**src/rtl/if_fetch_if.sv**
```systemverilog
// Bundle between the fetch stage, the hazard/branch logic, the instruction memory and decode.
// The instruction memory has no backpressure: imem_rd_o with imem_addr_o is a read request that
// is always accepted, and imem_rdata_i carries that word exactly one cycle later.
interface if_fetch_if #(
  parameter int PC_W    = 9,
  parameter int INSTR_W = 32
);
  logic               stall_i;
  logic               flush_i;
  logic [PC_W-1:0]    redirect_pc_i;
  logic               halt_i;
  logic               imem_rd_o;
  logic [PC_W-1:0]    imem_addr_o;
  logic [INSTR_W-1:0] imem_rdata_i;
  logic [PC_W-1:0]    ifid_pc_o;
  logic [INSTR_W-1:0] ifid_instr_o;
  logic               ifid_valid_o;
  logic               halted_o;
  logic [1:0]         fsm_state;

  modport master (
    input  stall_i, flush_i, redirect_pc_i, halt_i, imem_rdata_i,
    output imem_rd_o, imem_addr_o, ifid_pc_o, ifid_instr_o, ifid_valid_o, halted_o, fsm_state
  );

  modport slave (
    output stall_i, flush_i, redirect_pc_i, halt_i, imem_rdata_i,
    input  imem_rd_o, imem_addr_o, ifid_pc_o, ifid_instr_o, ifid_valid_o, halted_o, fsm_state
  );
endinterface

```
**src/rtl/if_fetch_stage.sv**
```systemverilog
// Instruction-fetch stage: owns the PC, reads the synchronous instruction memory and fills IF/ID,
// absorbing stalls with a one-entry hold buffer, redirecting on flush and parking on halt.
module if_fetch_stage #(
  parameter int                  PC_W      = 9,
  parameter int                  INSTR_W   = 32,
  parameter logic [PC_W-1:0]     RESET_PC  = '0,
  parameter logic [INSTR_W-1:0]  NOP_INSTR = 32'h0000_0013
) (
  input  logic      clk,
  input  logic      reset,
  if_fetch_if.master bus
);

  typedef enum logic [1:0] {
    RUN    = 2'd0,
    DRAIN  = 2'd1,
    HALTED = 2'd2
  } state_t;

  state_t             state;
  logic [PC_W-1:0]    pc_q;
  logic               pend_valid;
  logic [PC_W-1:0]    pend_pc;
  logic               hold_valid;
  logic [PC_W-1:0]    hold_pc;
  logic [INSTR_W-1:0] hold_instr;
  logic [PC_W-1:0]    ifid_pc;
  logic [INSTR_W-1:0] ifid_instr;
  logic               ifid_valid;
  logic               halted;
  logic               issue;

  assign issue            = (state == RUN) && !bus.stall_i && !bus.flush_i && !reset;
  assign bus.imem_rd_o    = issue;
  assign bus.imem_addr_o  = pc_q;
  assign bus.ifid_pc_o    = ifid_pc;
  assign bus.ifid_instr_o = ifid_instr;
  assign bus.ifid_valid_o = ifid_valid;
  assign bus.halted_o     = halted;
  assign bus.fsm_state    = state;

  always_ff @(posedge clk) begin
    if (reset) begin
      pc_q       <= RESET_PC;
      pend_valid <= 1'b0;
      pend_pc    <= '0;
      hold_valid <= 1'b0;
      hold_pc    <= '0;
      hold_instr <= NOP_INSTR;
      state      <= RUN;
      ifid_pc    <= '0;
      ifid_instr <= NOP_INSTR;
      ifid_valid <= 1'b0;
      halted     <= 1'b0;
    end else if (bus.flush_i && state != HALTED) begin
      // Redirect: anything in flight or held belongs to the wrong path.
      pc_q       <= {bus.redirect_pc_i[PC_W-1:2], 2'b00};
      pend_valid <= 1'b0;
      hold_valid <= 1'b0;
      ifid_instr <= NOP_INSTR;
      ifid_valid <= 1'b0;
      state      <= RUN;
    end else begin
      if (issue) begin
        pc_q    <= pc_q + PC_W'(4);
        pend_pc <= pc_q;
      end
      pend_valid <= issue;

      if (pend_valid) begin
        if (!bus.stall_i) begin
          ifid_pc    <= pend_pc;
          ifid_instr <= bus.imem_rdata_i;
          ifid_valid <= 1'b1;
        end else begin
          // Memory data is only valid this cycle, so park it until decode frees up.
          hold_valid <= 1'b1;
          hold_pc    <= pend_pc;
          hold_instr <= bus.imem_rdata_i;
        end
      end else if (hold_valid) begin
        if (!bus.stall_i) begin
          ifid_pc    <= hold_pc;
          ifid_instr <= hold_instr;
          ifid_valid <= 1'b1;
          hold_valid <= 1'b0;
        end
      end else if (!bus.stall_i) begin
        ifid_instr <= NOP_INSTR;
        ifid_valid <= 1'b0;
      end

      case (state)
        RUN:     if (bus.halt_i) state <= DRAIN;
        DRAIN: begin
          if (!pend_valid && !hold_valid) begin
            state  <= HALTED;
            halted <= 1'b1;
          end
        end
        default: ;
      endcase
    end
  end

  // The hold buffer only fills while stalled, and no read issues while stalled.
  assert property (@(posedge clk) disable iff (reset) !(pend_valid && hold_valid));

endmodule

```
**src/flat_wrapper.sv**
```systemverilog
// flat-port wrapper written by rule: the top's interface ports become plain ports
module if_fetch_stage_flat 
#(
  parameter int                  PC_W      = 9,
  parameter int                  INSTR_W   = 32,
  parameter logic [PC_W-1:0]     RESET_PC  = '0,
  parameter logic [INSTR_W-1:0]  NOP_INSTR = 32'h0000_0013
)
  (clk, reset, bus_stall_i, bus_flush_i, bus_redirect_pc_i, bus_halt_i, bus_imem_rdata_i, bus_imem_rd_o, bus_imem_addr_o, bus_ifid_pc_o, bus_ifid_instr_o, bus_ifid_valid_o, bus_halted_o, bus_fsm_state);
  if_fetch_if #(.PC_W(PC_W), .INSTR_W(INSTR_W)) bus_i ();
  input  logic clk;
  input  logic reset;
  input wire logic [$bits(bus_i.stall_i)-1:0] bus_stall_i;
  input wire logic [$bits(bus_i.flush_i)-1:0] bus_flush_i;
  input wire logic [$bits(bus_i.redirect_pc_i)-1:0] bus_redirect_pc_i;
  input wire logic [$bits(bus_i.halt_i)-1:0] bus_halt_i;
  input wire logic [$bits(bus_i.imem_rdata_i)-1:0] bus_imem_rdata_i;
  output wire logic [$bits(bus_i.imem_rd_o)-1:0] bus_imem_rd_o;
  output wire logic [$bits(bus_i.imem_addr_o)-1:0] bus_imem_addr_o;
  output wire logic [$bits(bus_i.ifid_pc_o)-1:0] bus_ifid_pc_o;
  output wire logic [$bits(bus_i.ifid_instr_o)-1:0] bus_ifid_instr_o;
  output wire logic [$bits(bus_i.ifid_valid_o)-1:0] bus_ifid_valid_o;
  output wire logic [$bits(bus_i.halted_o)-1:0] bus_halted_o;
  output wire logic [$bits(bus_i.fsm_state)-1:0] bus_fsm_state;
  assign bus_i.stall_i = bus_stall_i;
  assign bus_i.flush_i = bus_flush_i;
  assign bus_i.redirect_pc_i = bus_redirect_pc_i;
  assign bus_i.halt_i = bus_halt_i;
  assign bus_i.imem_rdata_i = bus_imem_rdata_i;
  assign bus_imem_rd_o = bus_i.imem_rd_o;
  assign bus_imem_addr_o = bus_i.imem_addr_o;
  assign bus_ifid_pc_o = bus_i.ifid_pc_o;
  assign bus_ifid_instr_o = bus_i.ifid_instr_o;
  assign bus_ifid_valid_o = bus_i.ifid_valid_o;
  assign bus_halted_o = bus_i.halted_o;
  assign bus_fsm_state = bus_i.fsm_state;
  if_fetch_stage #(.PC_W(PC_W), .INSTR_W(INSTR_W), .RESET_PC(RESET_PC), .NOP_INSTR(NOP_INSTR)) u_core (.clk(clk), .reset(reset), .bus(bus_i));
endmodule
```
**config.mk**
```make
export PLATFORM = sky130hd
export DESIGN_NAME = if_fetch_stage_flat
export DESIGN_NICKNAME = d
export VERILOG_FILES = /design/src/rtl/if_fetch_if.sv /design/src/rtl/if_fetch_stage.sv /design/src/flat_wrapper.sv
export SDC_FILE = /design/constraint.sdc
export NUM_CORES = 1
export LEC_CHECK = 0
export CAP_MARGIN = 0
export CORE_ASPECT_RATIO = 0.8
export CORE_MARGIN = 1.5
export CORE_UTILIZATION = 25
export CTS_BUF_LIST = sky130_fd_sc_hd__clkbuf_8
export CTS_CLUSTER_SIZE = 8
export DETAILED_ROUTE_END_ITERATION = 8
export PLACE_DENSITY_LB_ADDON = 0.3
export SYNTH_ARGS = -nofsm -noshare
export SYNTH_HDL_FRONTEND = slang
export SYNTH_SLANG_ARGS = --single-unit
```
**constraint.sdc**
```tcl
create_clock -name clk -period 2.15 [get_ports clk]
set_clock_uncertainty 0.1 [all_clocks]
set_input_delay 0.215 -clock clk [delete_from_list [all_inputs] [get_ports clk]]
set_output_delay 0.215 -clock clk [all_outputs]
set_load 0.005 [all_outputs]
```
# After elaboration in Yosys (flattened, before gate mapping)
# Index checks and enable logic that the tools add are counted.
[word_totals]
reg_bits = 106
latchBits = 0
mem_bits_rw = 0
rom_bits = 0
mem_count = 0
[classes]
add_sub_neg = 1
mul = 0
n_div = 0
n_lt_le_gt_ge = 0
eq_ne = 8
shifts = 0
n_mux = 22
bitwise = 1
reduce_logical = 20
[ops]
columns = ["cell", "count"]
rows = [
  ["$mux 32", 5],
  ["$mux 9", 6],
  ["$ne 2x2->1 const B", 5],
  ["$add 9x3->9 const B", 1],
  ["$reduce_and 3->1", 3],
  ["$mux 1", 8],
  ["$reduce_bool 2->1", 3],
  ["$logic_and 1x1->1", 5],
  ["$logic_not 1->1", 5],
  ["$mux 2", 2],
  ["$pmux 2 s2", 1],
  ["$reduce_and 4->1", 1],
  ["$ne 3x1->1 const B", 1],
  ["$eq 2x1->1 const B", 1],
  ["$logic_not 2->1", 1],
  ["$ne 2x1->1 const B", 1],
  ["$reduce_and 2->1", 1],
  ["$reduce_or 2->1", 1],
  ["$not 1->1", 1],
]

# Logic depth before layout (Yosys ltp)
[depth]
ltp_word = 6
mapped_depth = 7

# Worst setup path after synthesis
# OpenSTA, ideal clock, no wires.
[synth_path]
kind = "reg2reg"
from = "reg u_core.state[1] (netlist: u_core.bus.fsm_state[1])"
to = "reg u_core.pc_q[3] (netlist: u_core.bus.imem_addr_o[3])"
t_arrival_ps = 1626
required_time_ps = 1959
setup_slack_ps = 333
stages_incl_launch_ff = 7
n_path_buf = 2
period_less_slack_ps = 1817
cell_sequence = "dfxtp_1 -> or4_4 -> buf_6 -> nor2_2 -> buf_2 -> nand2_1 -> a311oi_1"
[synth_between]
elab_chain_len = 5
[synth_rtl]
columns = ["element", "line", "rtl"]
rows = [
  ["start: declaration", "if_fetch_stage.sv:20", "state_t state;"],
  ["start signal: assignment", "if_fetch_stage.sv:50", "state <= RUN;"],
  ["start signal: assignment", "if_fetch_stage.sv:62", "state <= RUN;"],
  ["start signal: assignment", "if_fetch_stage.sv:94", "RUN: if (bus.halt_i) state <= DRAIN;"],
  ["$logic_not 2->1", "if_fetch_stage.sv:33", "assign issue = (state == RUN) && !bus.stall_i && !bus.flush_i && !reset;"],
  ["$logic_and 1x1->1 (3 in series)", "if_fetch_stage.sv:33", ""],
  ["via bus_imem_rd_o", "flat_wrapper.sv:18", "output wire logic [$bits(bus_i.imem_rd_o)-1:0] bus_imem_rd_o;"],
  ["$reduce_bool 2->1 (no source line)", "n/a", ""],
  ["end signal: assignment", "if_fetch_stage.sv:57", "pc_q <= {bus.redirect_pc_i[PC_W-1:2], 2'b00};"],
  ["end signal: assignment", "if_fetch_stage.sv:65", "pc_q <= pc_q + PC_W'(4);"],
  ["end: declaration", "if_fetch_stage.sv:21", "logic [PC_W-1:0] pc_q;"],
]
# The timed path passes the listed nets, and every way through them passes these cells.
# A chain may end at the register's enable or synchronous reset.

# Final worst setup path
[layout_path]
from = "reg u_core.state[1] (netlist: u_core.bus.fsm_state[1])"
to = "out bus_imem_rd_o"
[layout_between]
elab_chain_len = 4
[layout_rtl]
columns = ["element", "line"]
rows = [
  ["$logic_not 2->1", "if_fetch_stage.sv:33"],
  ["$logic_and 1x1->1 (3 in series)", "if_fetch_stage.sv:33"],
  ["end: declaration", "flat_wrapper.sv:18"],
]
# No other way between the ends.

==> results.sh <==
export IMPL_run_status="finished clean"
export IMPL_core_um2=15900
export IMPL_synth_fa_ha_area_share_pct=0.306
export IMPL_initial_core_util_pct=25.8
export IMPL_pin_count=101
export IMPL_fin_crit_ps=1960
export IMPL_synth_edf_count=0
export IMPL_nFillCells=1648
export IMPL_cts_sinks=98
export IMPL_place_gp_congestion=0.764
export IMPL_path_cells="or4_4, nor2_2, dlygate4sd2_1"
export IMPL_p_leak_nw=1.77
export IMPL_numCtsBuffers=9
export IMPL_cts_hold_buffers=0
export IMPL_synthFlopType="dfxtp_1"
export IMPL_yosysWarnings=0
export IMPL_power_density_nw_per_um2=618
export IMPL_peakVddDrop_uv=325
export IMPL_seq_power_share_pct=55.8
export IMPL_final_setup_tns_ps=0
export IMPL_synth_seq_area_share_pct=48.1
export IMPL_path_clk_slew_ps=100
export IMPL_r2r_slack_ps=240
export IMPL_netlist_area_um2=4080
export IMPL_firstDrtPassIters=4
export IMPL_post_dp_hpwl_mm=7.23
export IMPL_syn_to_final_growth_pct=33.4
export IMPL_critical_path_max_fanout=7
export IMPL_final_nets=646
export IMPL_synth_compound_area_share_pct=18.2
export IMPL_synthXorXnorAreaFrac_pct=1.07
export IMPL_synth_seq_cells=98
export IMPL_fin_crit_sh_pct=91.2
export IMPL_start_kind="flop"
export IMPL_maxCapViolCount=0
export IMPL_arrival_ps=1650
export IMPL_syn_inst=523
export IMPL_drc=0
export IMPL_critPathSlowestCell="or4_4"
export IMPL_hold_path_class="input pin to flop"
export IMPL_first_global_vias=3450
export IMPL_row_count=41
export IMPL_grt_max_degree=55
export IMPL_cts_tree="built"
export IMPL_ctsRootBufferMaster="clkbuf_8"
export IMPL_syn_mean_instance_area_um2=7.81
export IMPL_cts_resized=4
export IMPL_clkLatencyLatePin_ps=370
export IMPL_via_per_inst=4.50
export IMPL_setup_viol=0
export IMPL_wire_per_inst_um=13.0
export IMPL_clk_path_buf_depth=2
export IMPL_crit_required_ps=1840
export IMPL_finalHoldViolCount=0
export IMPL_drtIter0Drc=132
export IMPL_final_common_cell="nand2_1"
export IMPL_clockPowerShare_pct=33.7
export IMPL_path_buf_inv=1
export IMPL_max_stage_delay_ps=550
export IMPL_synth_area_mux_share_pct=1.72
export IMPL_synthSimpleGateAreaFrac_pct=24.8
export IMPL_synth_top_area_share_pct=48.1
export IMPL_htree_levels=3
export IMPL_worstSetupEndpointType="output port"
export IMPL_synth_largest_area_cell="dfxtp_1"
export IMPL_rsz0062_at_grt="no"
export IMPL_ant_nets=0
export IMPL_crit_family="simple AND/OR/NAND/NOR gates"
export IMPL_synthTopCellsByArea="dfxtp_1 (48%), a21oi_1 (13%), nand2_1 (11%)"
export IMPL_timing_fmax_mhz=510
export IMPL_switching_share_pct=26.0
export IMPL_grt_pass1_wl_mm=17.4
export IMPL_wl_mm=10.7
export IMPL_die_area_um2=17100
export IMPL_layout_drive_gt1_share_pct=7.28
export IMPL_ys_types=32
export IMPL_antenna_found_initial=0
export IMPL_layout_cells_most_common_list="nand2_1 (123), a21oi_1 (106), dfxtp_1 (95), clkdlybuf4s50_1 (91), nor2_1 (54)"
export IMPL_grt_overflow=0
export IMPL_p_int_mw=2.49
export IMPL_drv_slew=0
export IMPL_dieWidth_um=146
export IMPL_track_usage_pct=12.8
export IMPL_critPathKind="flop to output port"
export IMPL_p_switching_uw=874
export IMPL_postCtsSetupBuffers=0
export IMPL_comb_power_share_pct=10.5
export IMPL_dp_cells=803
export IMPL_io_buffer_count=94
export IMPL_fin_cells=820
export IMPL_power_mw=3.37
export IMPL_die_h_um=117
export IMPL_async_flop_share_pct=0
export IMPL_vias=3692
export IMPL_synth_top_family_by_area="simple AND/OR/NAND/NOR gates"
per-stage QoR:
| stage | cell area (um2) | utilization, % | hold slack [ps] | setup slack [ps] |
|---|---|---|---|---|
| finish | 5450 | 34.4 | 184 | 189 |
| global route | 5450 | 34.4 | 158 | 84.2 |
| CTS | 5450 | 34.4 | 133 | 144 |
| detailed placement | 5250 | 33.1 | 347 | 65.9 |
| global placement | 5250 | 33.1 | 341 | 99.1 |
| floorplan | 4090 | - | 233 | 333 |
cell usage after synthesis, types with 3 or more instances:
cell / number
clkbuf_1: 39
mux2i_1: 7
dfxtp_1: 98
a211oi_1: 13
a211o_1: 4
nand3b_1: 35
a21oi_1: 107
nand2_1: 123
o211ai_1: 3
o21ai_0: 3
inv_1: 4
nor2_1: 54
buf_2: 3
buf_4: 4
xnor2_1: 5
state kept, by name (all words and copies together), names as in the netlist, 2 cells and up:
name	flops
u_core.pend_pc	7
u_core.bus.fsm_state	2
u_core.bus.ifid_pc_o	7
u_core.hold_pc	7
u_core.bus.ifid_instr_o	32
u_core.hold_instr	32
u_core.bus.imem_addr_o	7
path summary, 6_finish.rpt:
kind                                              start                         to  cells past startpoint
worst max-delay path            u_core.bus.fsm_state[1]              bus_imem_rd_o                      3
worst min-delay path                              reset          u_core.pend_valid                      2
worst max register to register  u_core.bus.fsm_state[1]  u_core.bus.imem_addr_o[8]                      5
worst min register to register    u_core.hold_instr[31]      u_core.hold_instr[31]                      2
cells by family (layout without fill, tap and decap cells):
logic type      Yosys count  in the layout
simple gates            223            223
compound gates          135            135
buf+inv                  53            131
mux                       7              7
flops                    98             98
other cells               1              5
fa+ha+maj                 1              1
xor+xnor                  5              5
worst register-to-register path: stages, from the launching register on:
cell and delay (ps):
dfxtp_4 380, or4_4 550, buf_4 180, nor4_2 280
xnor2_1 120, a211oi_1 240
power by group through the flow:
stage               clock network (mW)  registers, mW  logic (mW)
floorplan                            0           1.92       0.173
CTS                               1.20           1.88       0.357
global placement                     0           1.92       0.349
global route                      1.27           1.89       0.386
finish                            1.13           1.88       0.352
detailed placement                   0           1.92       0.355
final cells by class:
class                           count  area (um2)  area share, %
Sequential cell                    98        1970           36.1
Multi-Input combinational cell    375        1910           35.1
Timing Repair Buffer              111        1090           20.1
Tap cell                          215         269           4.94
Clock buffer                       10         138           2.53
Clock inverter                      6        50.0          0.919
Inverter                            4        15.0          0.276
Antenna cell                        1        2.50         0.0459
per-layer routing:
layer,routed length [um],vias up,GRT usage [%]
li1,-,1900,-
met1,4960,1700,15.2
met2,4980,83,21.5
met3,617,9,4.47
met4,125,0,3.83
met5,0,-,0
Power figures use the tool's default switching activity.
